File: config.mk
export PLATFORM = sky130hd
export DESIGN_NAME = fetch_unit
export DESIGN_NICKNAME = d
export VERILOG_FILES = /design/src/rtl/fetch_unit.sv
export SDC_FILE = /design/constraint.sdc
export NUM_CORES = 1
export LEC_CHECK = 0
export CAP_MARGIN = 40
export CELL_PAD_IN_SITES_DETAIL_PLACEMENT = 0
export CELL_PAD_IN_SITES_GLOBAL_PLACEMENT = 2
export CORE_MARGIN = 2
export CORE_UTILIZATION = 30
export CTS_CLUSTER_DIAMETER = 30
export DETAILED_ROUTE_END_ITERATION = 8
export GPL_TIMING_DRIVEN = 0
export PLACE_DENSITY = 0.93
export SYNTH_ARGS = -nofsm -noshare
export SYNTH_HDL_FRONTEND = slang
export SYNTH_SLANG_ARGS = --single-unit
File: constraint.sdc
create_clock -name clk -period 3.2 [get_ports clk]
set_clock_uncertainty 0.2 [all_clocks]
set_input_delay 0.64 -clock clk [delete_from_list [all_inputs] [get_ports clk]]
set_output_delay 0.64 -clock clk [all_outputs]
set_load 0.01 [all_outputs]
File: src/rtl/fetch_unit.sv
// fetch_unit: instruction-fetch stage owning the PC, feeding IF/ID. Rev 1.0.
// Optional macro FETCH_MISALIGN_EXC_EN enables the misaligned-PC FAULT state.
`default_nettype none

module fetch_unit #(
    parameter logic [31:0] RESET_PC       = 32'h0000_1000,
    parameter logic [31:0] EXC_HANDLER_PC = 32'h0000_2000
) (
    input  logic        clk,
    input  logic        reset,
    input  logic        in_stall,
    input  logic        in_d_cache_stall,
    input  logic        in_branch_taken,
    input  logic [31:0] in_branch_target,
    input  logic        in_exception_redirect,
    output logic        out_icache_req,
    output logic [31:0] out_icache_addr,
    input  logic        in_icache_valid,
    input  logic [31:0] in_icache_data,
    output logic [31:0] out_instruction,
    output logic [31:0] out_PC,
    output logic [2:0]  out_exception_vector,
    output logic        out_i_cache_stall
);

    typedef enum logic [2:0] {
        S_IDLE  = 3'd0,
        S_REQ   = 3'd1,
        S_HOLD  = 3'd2,
`ifdef FETCH_MISALIGN_EXC_EN
        S_DRAIN = 3'd3,
        S_FAULT = 3'd4
`else
        S_DRAIN = 3'd3
`endif
    } state_t;

    state_t      state_q;
    logic [31:0] pc_q;
    logic [31:0] hold_instr_q;
    logic [31:0] hold_pc_q;

    logic        w_hold;
    logic        w_redirect;
    logic [31:0] w_target;
    logic        w_misaligned;

    assign w_hold     = in_stall | in_d_cache_stall;
    assign w_redirect = in_exception_redirect | in_branch_taken;
    assign w_target   = in_exception_redirect ? EXC_HANDLER_PC : in_branch_target;

`ifdef FETCH_MISALIGN_EXC_EN
    assign w_misaligned = (pc_q[1:0] != 2'b00);
`else
    assign w_misaligned = 1'b0;
`endif

    always_ff @(posedge clk or negedge reset) begin
        if (!reset) begin
            state_q      <= S_IDLE;
            pc_q         <= RESET_PC;
            hold_instr_q <= 32'h0;
            hold_pc_q    <= 32'h0;
        end else begin
            case (state_q)
                S_IDLE: state_q <= S_REQ;
                S_REQ: begin
                    if (w_misaligned) begin
                        // A misaligned PC never reaches the cache; a redirect can still rescue it.
                        if (w_redirect) begin
                            pc_q <= w_target;
                        end else begin
`ifdef FETCH_MISALIGN_EXC_EN
                            state_q <= S_FAULT;
`else
                            state_q <= S_REQ;
`endif
                        end
                    end else if (in_icache_valid) begin
                        if (w_redirect) begin
                            pc_q <= w_target;
                        end else if (w_hold) begin
                            hold_instr_q <= in_icache_data;
                            hold_pc_q    <= pc_q;
                            state_q      <= S_HOLD;
                        end else begin
                            pc_q <= pc_q + 32'd4;
                        end
                    end else if (w_redirect) begin
                        pc_q    <= w_target;
                        state_q <= S_DRAIN;
                    end
                end
                S_HOLD: begin
                    if (w_redirect) begin
                        pc_q    <= w_target;
                        state_q <= S_REQ;
                    end else if (!w_hold) begin
                        pc_q    <= hold_pc_q + 32'd4;
                        state_q <= S_REQ;
                    end
                end
                S_DRAIN: begin
                    if (w_redirect) pc_q <= w_target;
                    if (in_icache_valid) state_q <= S_REQ;
                end
`ifdef FETCH_MISALIGN_EXC_EN
                S_FAULT: begin
                    if (w_redirect) begin
                        pc_q    <= w_target;
                        state_q <= S_REQ;
                    end
                end
`endif
                default: state_q <= S_IDLE;
            endcase
        end
    end

    always_comb begin
        out_icache_req       = 1'b0;
        out_icache_addr      = 32'h0;
        out_instruction      = 32'h0;
        out_PC               = 32'h0;
        out_exception_vector = 3'b000;
        out_i_cache_stall    = 1'b0;
        case (state_q)
            S_REQ: begin
                if (!w_misaligned) begin
                    out_icache_req  = 1'b1;
`ifdef FETCH_MISALIGN_EXC_EN
                    out_icache_addr = pc_q;
`else
                    out_icache_addr = {pc_q[31:2], 2'b00};
`endif
                    if (in_icache_valid) begin
                        out_instruction = in_icache_data;
                        out_PC          = pc_q;
                    end else begin
                        out_i_cache_stall = 1'b1;
                    end
                end
            end
            S_HOLD: begin
                out_instruction = hold_instr_q;
                out_PC          = hold_pc_q;
            end
            S_DRAIN: out_i_cache_stall = 1'b1;
`ifdef FETCH_MISALIGN_EXC_EN
            S_FAULT: begin
                out_PC               = pc_q;
                out_exception_vector = 3'b001;
            end
`endif
            default: ;
        endcase
    end

endmodule

`default_nettype wire
; ---- Word-level counts from Yosys, hierarchy flattened
; Cells that the tools add are included.
[totals]
output_inout_bits = 101
register_bits = 99
input_bits = 71
wordCells = 47
[op_classes]
reduce_logical = 5
n_mux = 24
eq_ne = 9
n_addsub = 2
bitwise = 3
[ops]
columns = operator, n
row1 = $mux 32, 10
row2 = $pmux 32 s2, 2
row3 = $pmux 32 s3, 1
row4 = $add 32x3->32 const B, 2
row5 = $mux 3, 7
row6 = $ne 3x3->1 const B, 4
row7 = $pmux 3 s4, 1
row8 = $eq 3x2->1 const B, 2
row9 = $reduce_and 5->1, 1
row10 = $ne 4x4->1 const B, 1
row11 = $reduce_and 4->1, 1
row12 = $eq 3x1->1 const B, 1
row13 = $logic_not 3->1, 1
row14 = $reduce_and 3->1, 1
row15 = $reduce_bool 3->1, 1
row16 = $mux 1, 2
row17 = $ne 2x2->1 const B, 1
row18 = $or 1x1->1, 2
row19 = $pmux 1 s2, 1
row20 = $not 1->1, 1

; ---- Depth between registers and ports, before layout
[logic_depth]
depth_word = 5
mapped_depth = 10
depth_no_buf = 8

; ---- Worst setup path after synthesis
; Ideal clock, no wire load.
[synth_path]
path_kind = reg2out
start = register state_q[1]
end = output out_PC[0]
path_buffers = 2
path_stages_with_launch = 8
arrival_time_ps = 1893
path_slack_ps = 467
cell_sequence = dfrtp_1 inv_1 ha_1 and2_1 clkbuf_1 buf_1 nand2_1 a21boi_0
[synth_between]
elab_chain_len = 2
[synth_lines]
columns = element, line
row1 = start: declaration, 38  ; state_t state_q;
row2 = start signal: assignment, 60  ; state_q <= S_IDLE;
row3 = start signal: assignment, 66  ; S_IDLE: state_q <= S_REQ;
row4 = start signal: assignment, 76  ; state_q <= S_REQ;
row5 = $eq 3x2->1 / $eq 3x1->1 (equally long branches), 127  ; case (state_q)
row6 = $pmux 32 s2 (*), 127
row7 = end: declaration, 21  ; output logic [31:0] out_PC,
; Every way passes the cells marked *; elsewhere a longest branch is shown, timed or not.

; ---- Worst setup path after layout
[layout_path]
start = register state_q[0]
end = output out_i_cache_stall
[layout_between]
elab_chain_len = 2
[layout_lines]
columns = element, line
row1 = $eq 3x2->1 / $eq 3x1->1 (equally long branches), 127
row2 = $pmux 1 s2 (*), 127
row3 = end: declaration, 23  ; output logic out_i_cache_stall
; Marks and branches as above.

==> impl_metrics.yaml <==
worst_setup_path:
  path_class: "reg2out"
  crit_arrival_ps: 2290
  required_ps: 2360
  startpoint_type: "flop"
  cp-end-kind: "output pin"
  critPathMaxFanout: 10
synthesis:
  yosys.cell_types.count: 60
  ys_seq_area_frac: 0.348
  ys_seq_elements: 98
  ys.flop_type: "dfrtp_1"
  synth_edf_count: 0
  yosys_warnings: 0
  synth.cell_area_um2: 7050
  synth_cells: 824
  async_flop_share: 1.00
  avgSynthCellArea_um2: 8.55
sta:
  rsz0062_at_grt: "no"
  setup_viol: 0
  fin_crit_sh: 0.977
  finalHoldViolCount: 0
  tightestPinTransition_ps: 1000
  min_period_ps: 3130
  slew_headroom: 0.325
  fmax_mhz: 320
  drv_slew: 0
floorplan:
  core_um2: 23300
  die_area_um2: 24700
  rows: 56
  die_h_um: 157
  die_x_um: 157
  initial_utilization: 0.303
  ioPinCount: 172
clock_network:
  root_buffer: "clkbuf_16"
  clock_latency_ps: 360
  cts_tree: "built"
  cts_buffers: 9
  cts_hold_buf: 0
  cts_max_level: 3
  clkSinkCount: 98
  clockBufferDepth: 2
  clk_pin_slew_worst_paths_ps: 80
hold_path:
  hp-class: "in2async"
power_and_ir_drop:
  p_per_area_nw_per_um2: 826
  ir_drop_uv: 394
  power_leakage_nw: 4.16
global_route:
  busiest_layer: "met2"
  grt_use_met3: 0.0694
  gr-total-overflow: 0
  track_usage: 0.234
  use_met2: 0.367
  grt_pass1_vias: 7238
  grtUsageMet1: 0.309
  grt_max_degree: 57
  antenna_found_initial: 1
  grt_pass1_wl_mm: 43.4
placed_design:
  dp_cells: 1316
  dp_hpwl_mm: 21.6
  gp_congestion: 0.923
  numPortBuffers: 165
layout:
  layout.cells.non_filler: 1334
  fillerInstances: 2415
  diodes: 0
  final_util: 0.415
  syn_to_final_growth_pct: 36.8
  layout-drive-gt1-share: 0.149
  nNetsFinal: 1088
detailed_routing:
  first_iter_violations: 649
  wirelength_mm: 28.9
  drc: 0
  drt-vias-per-instance: 5.39
  first_pass_iters: 6
  ant_nets: 0
  num_vias: 7195
  wl_per_cell_um: 21.7
outcome:
  status: "finished clean"
flow_run:
  cap_violations: 0
cell usage after synthesis, drive strengths merged, types with 8 or more instances:
library cell  number  area, um^2
nand3             30         155
o31ai              9        67.6
a21oi             33         165
a211oi             8        60.1
and3               9        56.3
a31oi             11        90.1
a22oi             63         473
nand2             65         244
mux2              59         664
dfrtp             97        2430
nor2b             62         388
clkbuf            48         181
xnor2             20         175
nand4             18         119
buf               34         164
nor4              18         113
and2              33         206
nor3              17        85.1
o21ai             53         265
xor2              12         105
nor2              38         143
inv               15        56.3
worst max-delay path, stage by stage, from the launching register on:
cell and delay [ps]:
dfrtp_2 440, ha_1 360, clkbuf_4 310, inv_1 170, nand2_1 110, clkdlybuf4s50_1 530
area by class of cell:
| cell class | count | area (um^2) | area share |
|---|---|---|---|
| plain buffers | 78 | 472 | 0.0489 |
| clock buffers | 11 | 243 | 0.0252 |
| clock inverters | 5 | 36.3 | 0.00376 |
| inverters | 15 | 56.3 | 0.00584 |
| multi-input cells | 633 | 4250 | 0.441 |
| flip-flops and latches | 98 | 2460 | 0.255 |
| well taps | 319 | 399 | 0.0414 |
| repair buffers | 175 | 1730 | 0.180 |
repair_timing:
| item | CTS | global route |
|---|---|---|
| hold endpoints to repair | 0 | 0 |
| setup endpoints to repair | 107 | 51 |
| resized for setup | 111 | 28 |
| setup buffers | 4 | 2 |
state kept, by name (all words and copies together), names as in the netlist:
register      cells
hold_instr_q     32
hold_pc_q        32
pc_q             32
state_q           2
layer usage:
layer / vias to the layer above / routed length, um / part of all wire
met5: - / 17 / 0.00059
met4: 2 / 745 / 0.026
met3: 51 / 2830 / 0.098
met2: 335 / 13000 / 0.45
met1: 3445 / 12300 / 0.43
li1: 3362 / - / -
path summary, 6_finish.rpt:
kind	cells after the start	endpoint	slack, ps	start
hold reg to reg	1	hold_instr_q[2]	310	hold_instr_q[2]
setup reg to reg	7	pc_q[18]	90	pc_q[12]
setup / recovery	5	out_i_cache_stall	70	state_q[0]
hold / removal	1	hold_instr_q[20]	80	reset
max in group asynchronous	2	pc_q[12]	1960	reset
min in group clk	1	hold_instr_q[2]	310	hold_instr_q[2]
report_power, final:
group | internal, mW | switching [mW]
Combinational | 2.04 | 2.47
Clock | 0.555 | 0.540
Sequential | 1.77 | 0.588
cell usage in the layout, fill, tap and decap left out, types with 18 or more instances in the layout:
cell	netlist	routed
a21oi_1	33	33
a22oi_1	63	63
and2_1	33	32
clkbuf_1	47	30
clkdlybuf4s50_1	0	99
dfrtp_1	97	95
dlygate4sd2_1	0	46
dlymetal6s2s_1	0	19
mux2_2	59	59
nand2_1	65	65
nand3_1	29	29
nor2_1	38	37
nor2b_1	62	62
nor4_1	18	18
o21ai_0	53	53
xnor2_1	20	20
cell families (layout without fill, tap and decap cells):
kind of cell             after synthesis  after routing  share of synthesized area
AND/OR/NAND/NOR                      304            304                      0.229
AO/OA/AOI/OAI                        221            221                      0.212
flip-flops                            98             98                      0.348
buffers and inverters                 97            284                     0.0570
multiplexers                          64             64                      0.101
XOR/XNOR                              32             32                     0.0398
adder cells (fa/ha/maj)                7              7                     0.0124
other                                  1              5                   0.000532
per-stage QoR:
| step | TNS [ps] | setup WS, ps | hold WS (ps) | power (mW) | area [um^2] |
|---|---|---|---|---|---|
| after floorplan | 0 | 467 | 144 | 4.72 | 7060 |
| after global placement | -373200 | -2880 | 290 | 6.68 | 9110 |
| after CTS | -196 | -31.8 | 102 | 7.97 | 9580 |
| final | 0 | 72.1 | 80.6 | 7.97 | 9650 |
| after detailed placement | -79950 | -1230 | 295 | 6.71 | 9160 |
| after global routing | 0 | 9.92 | 116 | 8.44 | 9650 |
Note: power is estimated with default switching activity, not from simulation.
==> RTL change 1 (config.mk and constraints unchanged) <==
Reset style: synchronous (`reset`), changed in one clocked block.
--- a/src/rtl/fetch_unit.sv
+++ b/src/rtl/fetch_unit.sv
@@ -57,3 +57,3 @@
 
-    always_ff @(posedge clk or negedge reset) begin
+    always_ff @(posedge clk) begin
         if (!reset) begin
Function: differs if reset is asserted again (counterexample within 4 cycles, from zero or initial values and one cycle with reset low); with reset held inactive, the same outputs for 4 cycles.
==> RTL change 1 against the unedited design <==
  * Synthesized cell count increased by 17%
  * Sequential cell count unchanged
  * Area after synthesis decreased by 2.7%
  * Setup slack improved by 7.9 ps
  * Final area decreased by 1.8%
  * Final cell count increased by 7.9%
  * Non-clock buffer count increased by 12
  * Wire length increased by 12%
  * Highest routed layer is now met4
Power is not compared: it rests on default switching activity, and its combinational part moved more than twofold at a synthesized area within 25%.
==> RTL change 1: results (changes against the unedited design) <==
<table>
<tr><th>Metric</th><th>Value</th></tr>
<tr><th colspan="2">Worst setup path</th></tr>
<tr><td>Largest stage delay, worst path</td><td>350 ps (-180 ps)</td></tr>
<tr><td>Worst Setup EP</td><td>out_PC[21]</td></tr>
<tr><td>Reg2Reg Launch Point</td><td>state_q[1]$_SDFFE_PN0P_</td></tr>
<tr><td>Launch point of the critical path</td><td>state_q[0]$_SDFFE_PN0P_</td></tr>
<tr><td>Depth of the worst register-to-register path</td><td>10 (+3)</td></tr>
<tr><td>Reg-to-reg critical path endpoint</td><td>pc_q[23]$_SDFFE_PN0P_</td></tr>
<tr><td>Worst path slowest cell</td><td>sky130_fd_sc_hd__dfxtp_2</td></tr>
<tr><th colspan="2">Yosys</th></tr>
<tr><td>Dominant synthesized flop cell</td><td>sky130_fd_sc_hd__dfxtp_1</td></tr>
<tr><td>Seq/Total Area, Yosys</td><td>28.61% (-6.2 points)</td></tr>
<tr><td>Top cells by area, synth</td><td>sky130_fd_sc_hd__dfxtp_1 29%, sky130_fd_sc_hd__nand2_1 11%, sky130_fd_sc_hd__a22oi_1 6.7%</td></tr>
<tr><th colspan="2">GRT</th></tr>
<tr><td>Global-route wire length before repair</td><td>48.13 mm (+11%)</td></tr>
<tr><td>Largest net degree at the start of global routing</td><td>20 (-65%)</td></tr>
<tr><td>Via count of the first global-routing pass</td><td>7793 (+7.7%)</td></tr>
<tr><td>Antenna violations before repair</td><td>0 (-1)</td></tr>
<tr><th colspan="2">Placed design</th></tr>
<tr><td>Placed wire-length estimate</td><td>24.03 mm (+11%)</td></tr>
<tr><td>Final GP Congestion</td><td>0.9412 (+2.0%)</td></tr>
<tr><td>Count of input and output buffers</td><td>166 (+0.61%)</td></tr>
<tr><th colspan="2">Finish</th></tr>
<tr><td>Fin nets</td><td>1227 (+13%)</td></tr>
<tr><td>Filler cells</td><td>2410 (-0.21%)</td></tr>
<tr><td>Layout cell share with drive strength beyond 1</td><td>8.918% (-6.0 points)</td></tr>
<tr><th colspan="2">STA</th></tr>
<tr><td>Min Tclk post-route</td><td>3120 ps (-7.875 ps)</td></tr>
<tr><th colspan="2">Run status</th></tr>
<tr><td>Result of the run</td><td>complete, no violations</td></tr>
<tr><th colspan="2">Drt</th></tr>
<tr><td>Per-cell routed wire length</td><td>22.51 µm (+3.8%)</td></tr>
<tr><td>1st-pass router iterations</td><td>5 (-1)</td></tr>
<tr><td>Wire length after detailed routing</td><td>32.42 mm (+12%)</td></tr>
<tr><td>Number of vias per cell</td><td>5.637 (+4.5%)</td></tr>
</table>
RTL change 1: changes by cell type after synthesis, sizes merged, moves of 5 or more:
cell    unedited run  this run
mux2              59         1
dfrtp             97         0
o211ai             0         7
nand2             65       195
dfxtp              0        98
clkbuf            48        69
o21ai             53        34
and4               1         6
xnor2             20        13
a21oi             33        91
buf               34        28
RTL change 1: logic make-up (layout without fill, tap and decap cells):
logic type / after synthesis / count (layout) / synth area share (%)
flip-flops: 98 / 98 / 28.61
AO/OA/AOI/OAI: 269 / 269 / 25.40
AND/OR/NAND/NOR: 450 / 450 / 32.97
adder cells (fa/ha/maj): 6 / 6 / 1.095
other: 1 / 5 / 0.05469
multiplexers: 6 / 6 / 0.8942
XOR/XNOR: 27 / 27 / 3.449
buffers and inverters: 110 / 294 / 7.518
RTL change 1: report_power, final:
part | leakage (nW) | internal, mW | switching [mW]
Clock | 0.141 | 0.618 | 0.560
Combinational | 2.68 | 0.390 | 0.534
Sequential | 0.793 | 1.25 | 0.0440
Total | 3.61 | 2.26 | 1.14
RTL change 1: cell type report:
cell class | count | area (µm²) | share of cell area, %
buffer | 92 | 688.2 | 7.268
clock buffer | 10 | 229.0 | 2.418
clock inverter | 6 | 73.82 | 0.7797
inverter | 13 | 50.05 | 0.5286
multi-input combinational | 763 | 4429 | 46.78
sequential | 98 | 1963 | 20.73
tap | 285 | 356.6 | 3.766
timing repair buffer | 173 | 1678 | 17.72
RTL change 1: routing by layer:
layer  track usage, %  wire length (µm)  vias up
met4            6.466               601        0
li1                 -                 -     3786
met1            36.10             14480     3905
met5                0                 0        -
met2            43.03             14550      381
met3            5.292              2781       45
RTL change 1: repair_timing:
item | in CTS | in global routing
setup buffers | 4 | 0
pin swaps | 1 | 0
resized for setup | 132 | 34
endpoints found under the setup margin | 103 | 101
==> RTL change 2 (config.mk and constraints unchanged) <==
Made on the original files. Add a define of `FETCH_MISALIGN_EXC_EN`.
--- a/src/rtl/fetch_unit.sv
+++ b/src/rtl/fetch_unit.sv
@@ -3,2 +3,4 @@
 `default_nettype none
+
+`define FETCH_MISALIGN_EXC_EN
 
Behaviour: not the same (Yosys sat finds a counterexample within 4 cycles, from zero or initial values and one cycle with reset low).
==> RTL change 2 against the unedited design <==
  * Area after synthesis shrank 3.7%
  * Final cell count decreased by 7.3%
  * Synthesized cell count fell by 9.2%
  * Sequential cell count grew 1
  * Setup slack got worse by 15 ps
  * Final area fell by 0.39%
  * Wire length down 3.4%
  * Non-clock buffer count rose by 3
  * Register-to-register slack better by 130 ps
  * Total power rose by 5.0%
  * Critical endpoint is now out_PC[3]
  * Worst hold slack gained 100 ps
  * Clock power increased by 6%
==> RTL change 2: results (changes against the unedited design) <==
<table>
<tr><th>Metric</th><th>Value</th></tr>
<tr><th colspan="2">Finish</th></tr>
<tr><td>Share of cell area taken by flip-flops and latches</td><td>25.84% (+0.37 points)</td></tr>
<tr><td>Number of multi-input combinational cells in the layout</td><td>564 (-11%)</td></tr>
<tr><td>Total non-filler cell area in the finished layout</td><td>9608 µm² (-0.39%)</td></tr>
<tr><td>Area used by multi-input combinational logic</td><td>4021 µm² (-5.4%)</td></tr>
<tr><td>Non-clk buf share</td><td>24.68% (+1.8 points)</td></tr>
<tr><td>Count of clock buffers in the final design</td><td>9 (-2)</td></tr>
<tr><td>Layout cell share with drive strength beyond 1</td><td>18.82% (+3.9 points)</td></tr>
<tr><th colspan="2">Yosys</th></tr>
<tr><td>Seq/Total Area, Yosys</td><td>36.50% (+1.7 points)</td></tr>
<tr><td>Most instantiated cells after synthesis</td><td>98 x sky130_fd_sc_hd__dfrtp_1, 66 x sky130_fd_sc_hd__nand2_1, 63 x sky130_fd_sc_hd__a22o_1</td></tr>
<tr><td>Top cells by area, synth</td><td>sky130_fd_sc_hd__dfrtp_1 36%, sky130_fd_sc_hd__mux2_2 10%, sky130_fd_sc_hd__a22o_1 8.1%</td></tr>
<tr><td>Synthesized cell area</td><td>6790 µm² (-3.7%)</td></tr>
<tr><td>Number of distinct standard cells referenced by the synthesized netlist</td><td>69 (+15%)</td></tr>
<tr><th colspan="2">STA</th></tr>
<tr><td>WHS</td><td>181.8 ps (+101.3 ps)</td></tr>
<tr><td>Max Freq</td><td>318.1 MHz (-0.49%)</td></tr>
<tr><td>Slew at the pin with the worst max-slew slack</td><td>845.9 ps (-157.5 ps)</td></tr>
<tr><th colspan="2">Power</th></tr>
<tr><td>Worst ir drop on vdd</td><td>0.3395 mV (-14%)</td></tr>
<tr><td>Cell leakage power</td><td>4.319 nW (+3.8%)</td></tr>
<tr><td>Internal power contribution</td><td>4.554 mW (+4.3%)</td></tr>
<tr><th colspan="2">Worst setup path</th></tr>
<tr><td>Minimum setup slack among reg-to-reg paths</td><td>220 ps (+130 ps)</td></tr>
<tr><td>Reg-to-reg critical path endpoint</td><td>pc_q[29]$_DFFE_PN0P_</td></tr>
<tr><th colspan="2">Placed design</th></tr>
<tr><td>Count of input and output buffers</td><td>167 (+1.2%)</td></tr>
<tr><td>Pre-CTS setup slack</td><td>-942.1 ps (+287.1 ps)</td></tr>
<tr><td>Post-Place Cell Area</td><td>8882 µm² (-3.0%)</td></tr>
<tr><th colspan="2">GRT</th></tr>
<tr><td>Global routing usage on met1</td><td>30.44% (-0.44 points)</td></tr>
<tr><td>Global-route wire length before repair</td><td>41.95 mm (-3.4%)</td></tr>
<tr><td>Global-route track usage on met3</td><td>5.296% (-1.6 points)</td></tr>
<tr><th colspan="2">Run status</th></tr>
<tr><td>Result of the run</td><td>complete, no violations</td></tr>
<tr><th colspan="2">Drt</th></tr>
<tr><td>Number of DRC markers after the initial detailed-route iteration</td><td>572 (-12%)</td></tr>
<tr><td>Via count</td><td>7024 (-2.4%)</td></tr>
</table>
[RTL change 2: changes by cell type after synthesis, moves of 6 or more]
cell,change
sky130_fd_sc_hd__a22oi_1,-61
sky130_fd_sc_hd__nor2b_1,-60
sky130_fd_sc_hd__a22o_1,+57
sky130_fd_sc_hd__o21ai_0,-19
sky130_fd_sc_hd__o211ai_1,+8
sky130_fd_sc_hd__a32o_1,+7
sky130_fd_sc_hd__nand2b_1,+7
sky130_fd_sc_hd__nor4_1,-7
sky130_fd_sc_hd__buf_1,-6
sky130_fd_sc_hd__nand3_1,-6
sky130_fd_sc_hd__nor3_1,+6
[RTL change 2: worst max-delay path by stage]
stage,from,to,slack [ps],depth (start not counted)
2_1_floorplan,state_q[0]$_DFFE_PN0P_,out_PC[12],530,10
3_3_place_gp,reset,hold_instr_q[13]$_DFFE_PN0P_,-2880,1
3_5_place_dp,state_q[2]$_DFFE_PN0P_,out_PC[5],-940,7
4_1_cts,state_q[1]$_DFFE_PN0P_,out_PC[25],-180,10
5_1_grt,state_q[1]$_DFFE_PN0P_,out_PC[3],-6,11
6_report,state_q[1]$_DFFE_PN0P_,out_PC[3],60,11
[RTL change 2: cells by family after synthesis]
kind of cell	count (synthesis)	synth area share, %
adder cells (fa/ha/maj)	2	0.3685
multiplexers	66	10.85
AO/OA/AOI/OAI	198	21.54
XOR/XNOR	29	3.741
other	1	0.05523
AND/OR/NAND/NOR	265	21.39
buffers and inverters	88	5.546
flip-flops	99	36.50
[RTL change 2: timing repair]
action | in CTS | in global routing
setup buffers | 11 | 3
pin swaps | 2 | 1
resized for setup | 141 | 37
setup endpoints to repair | 122 | 75
[RTL change 2: per-layer routing]
metal	vias to the layer above	part of all wire, %
met5	-	0
met4	0	3.6
met3	67	8.9
met2	365	46
met1	3412	41
li1	3180	-
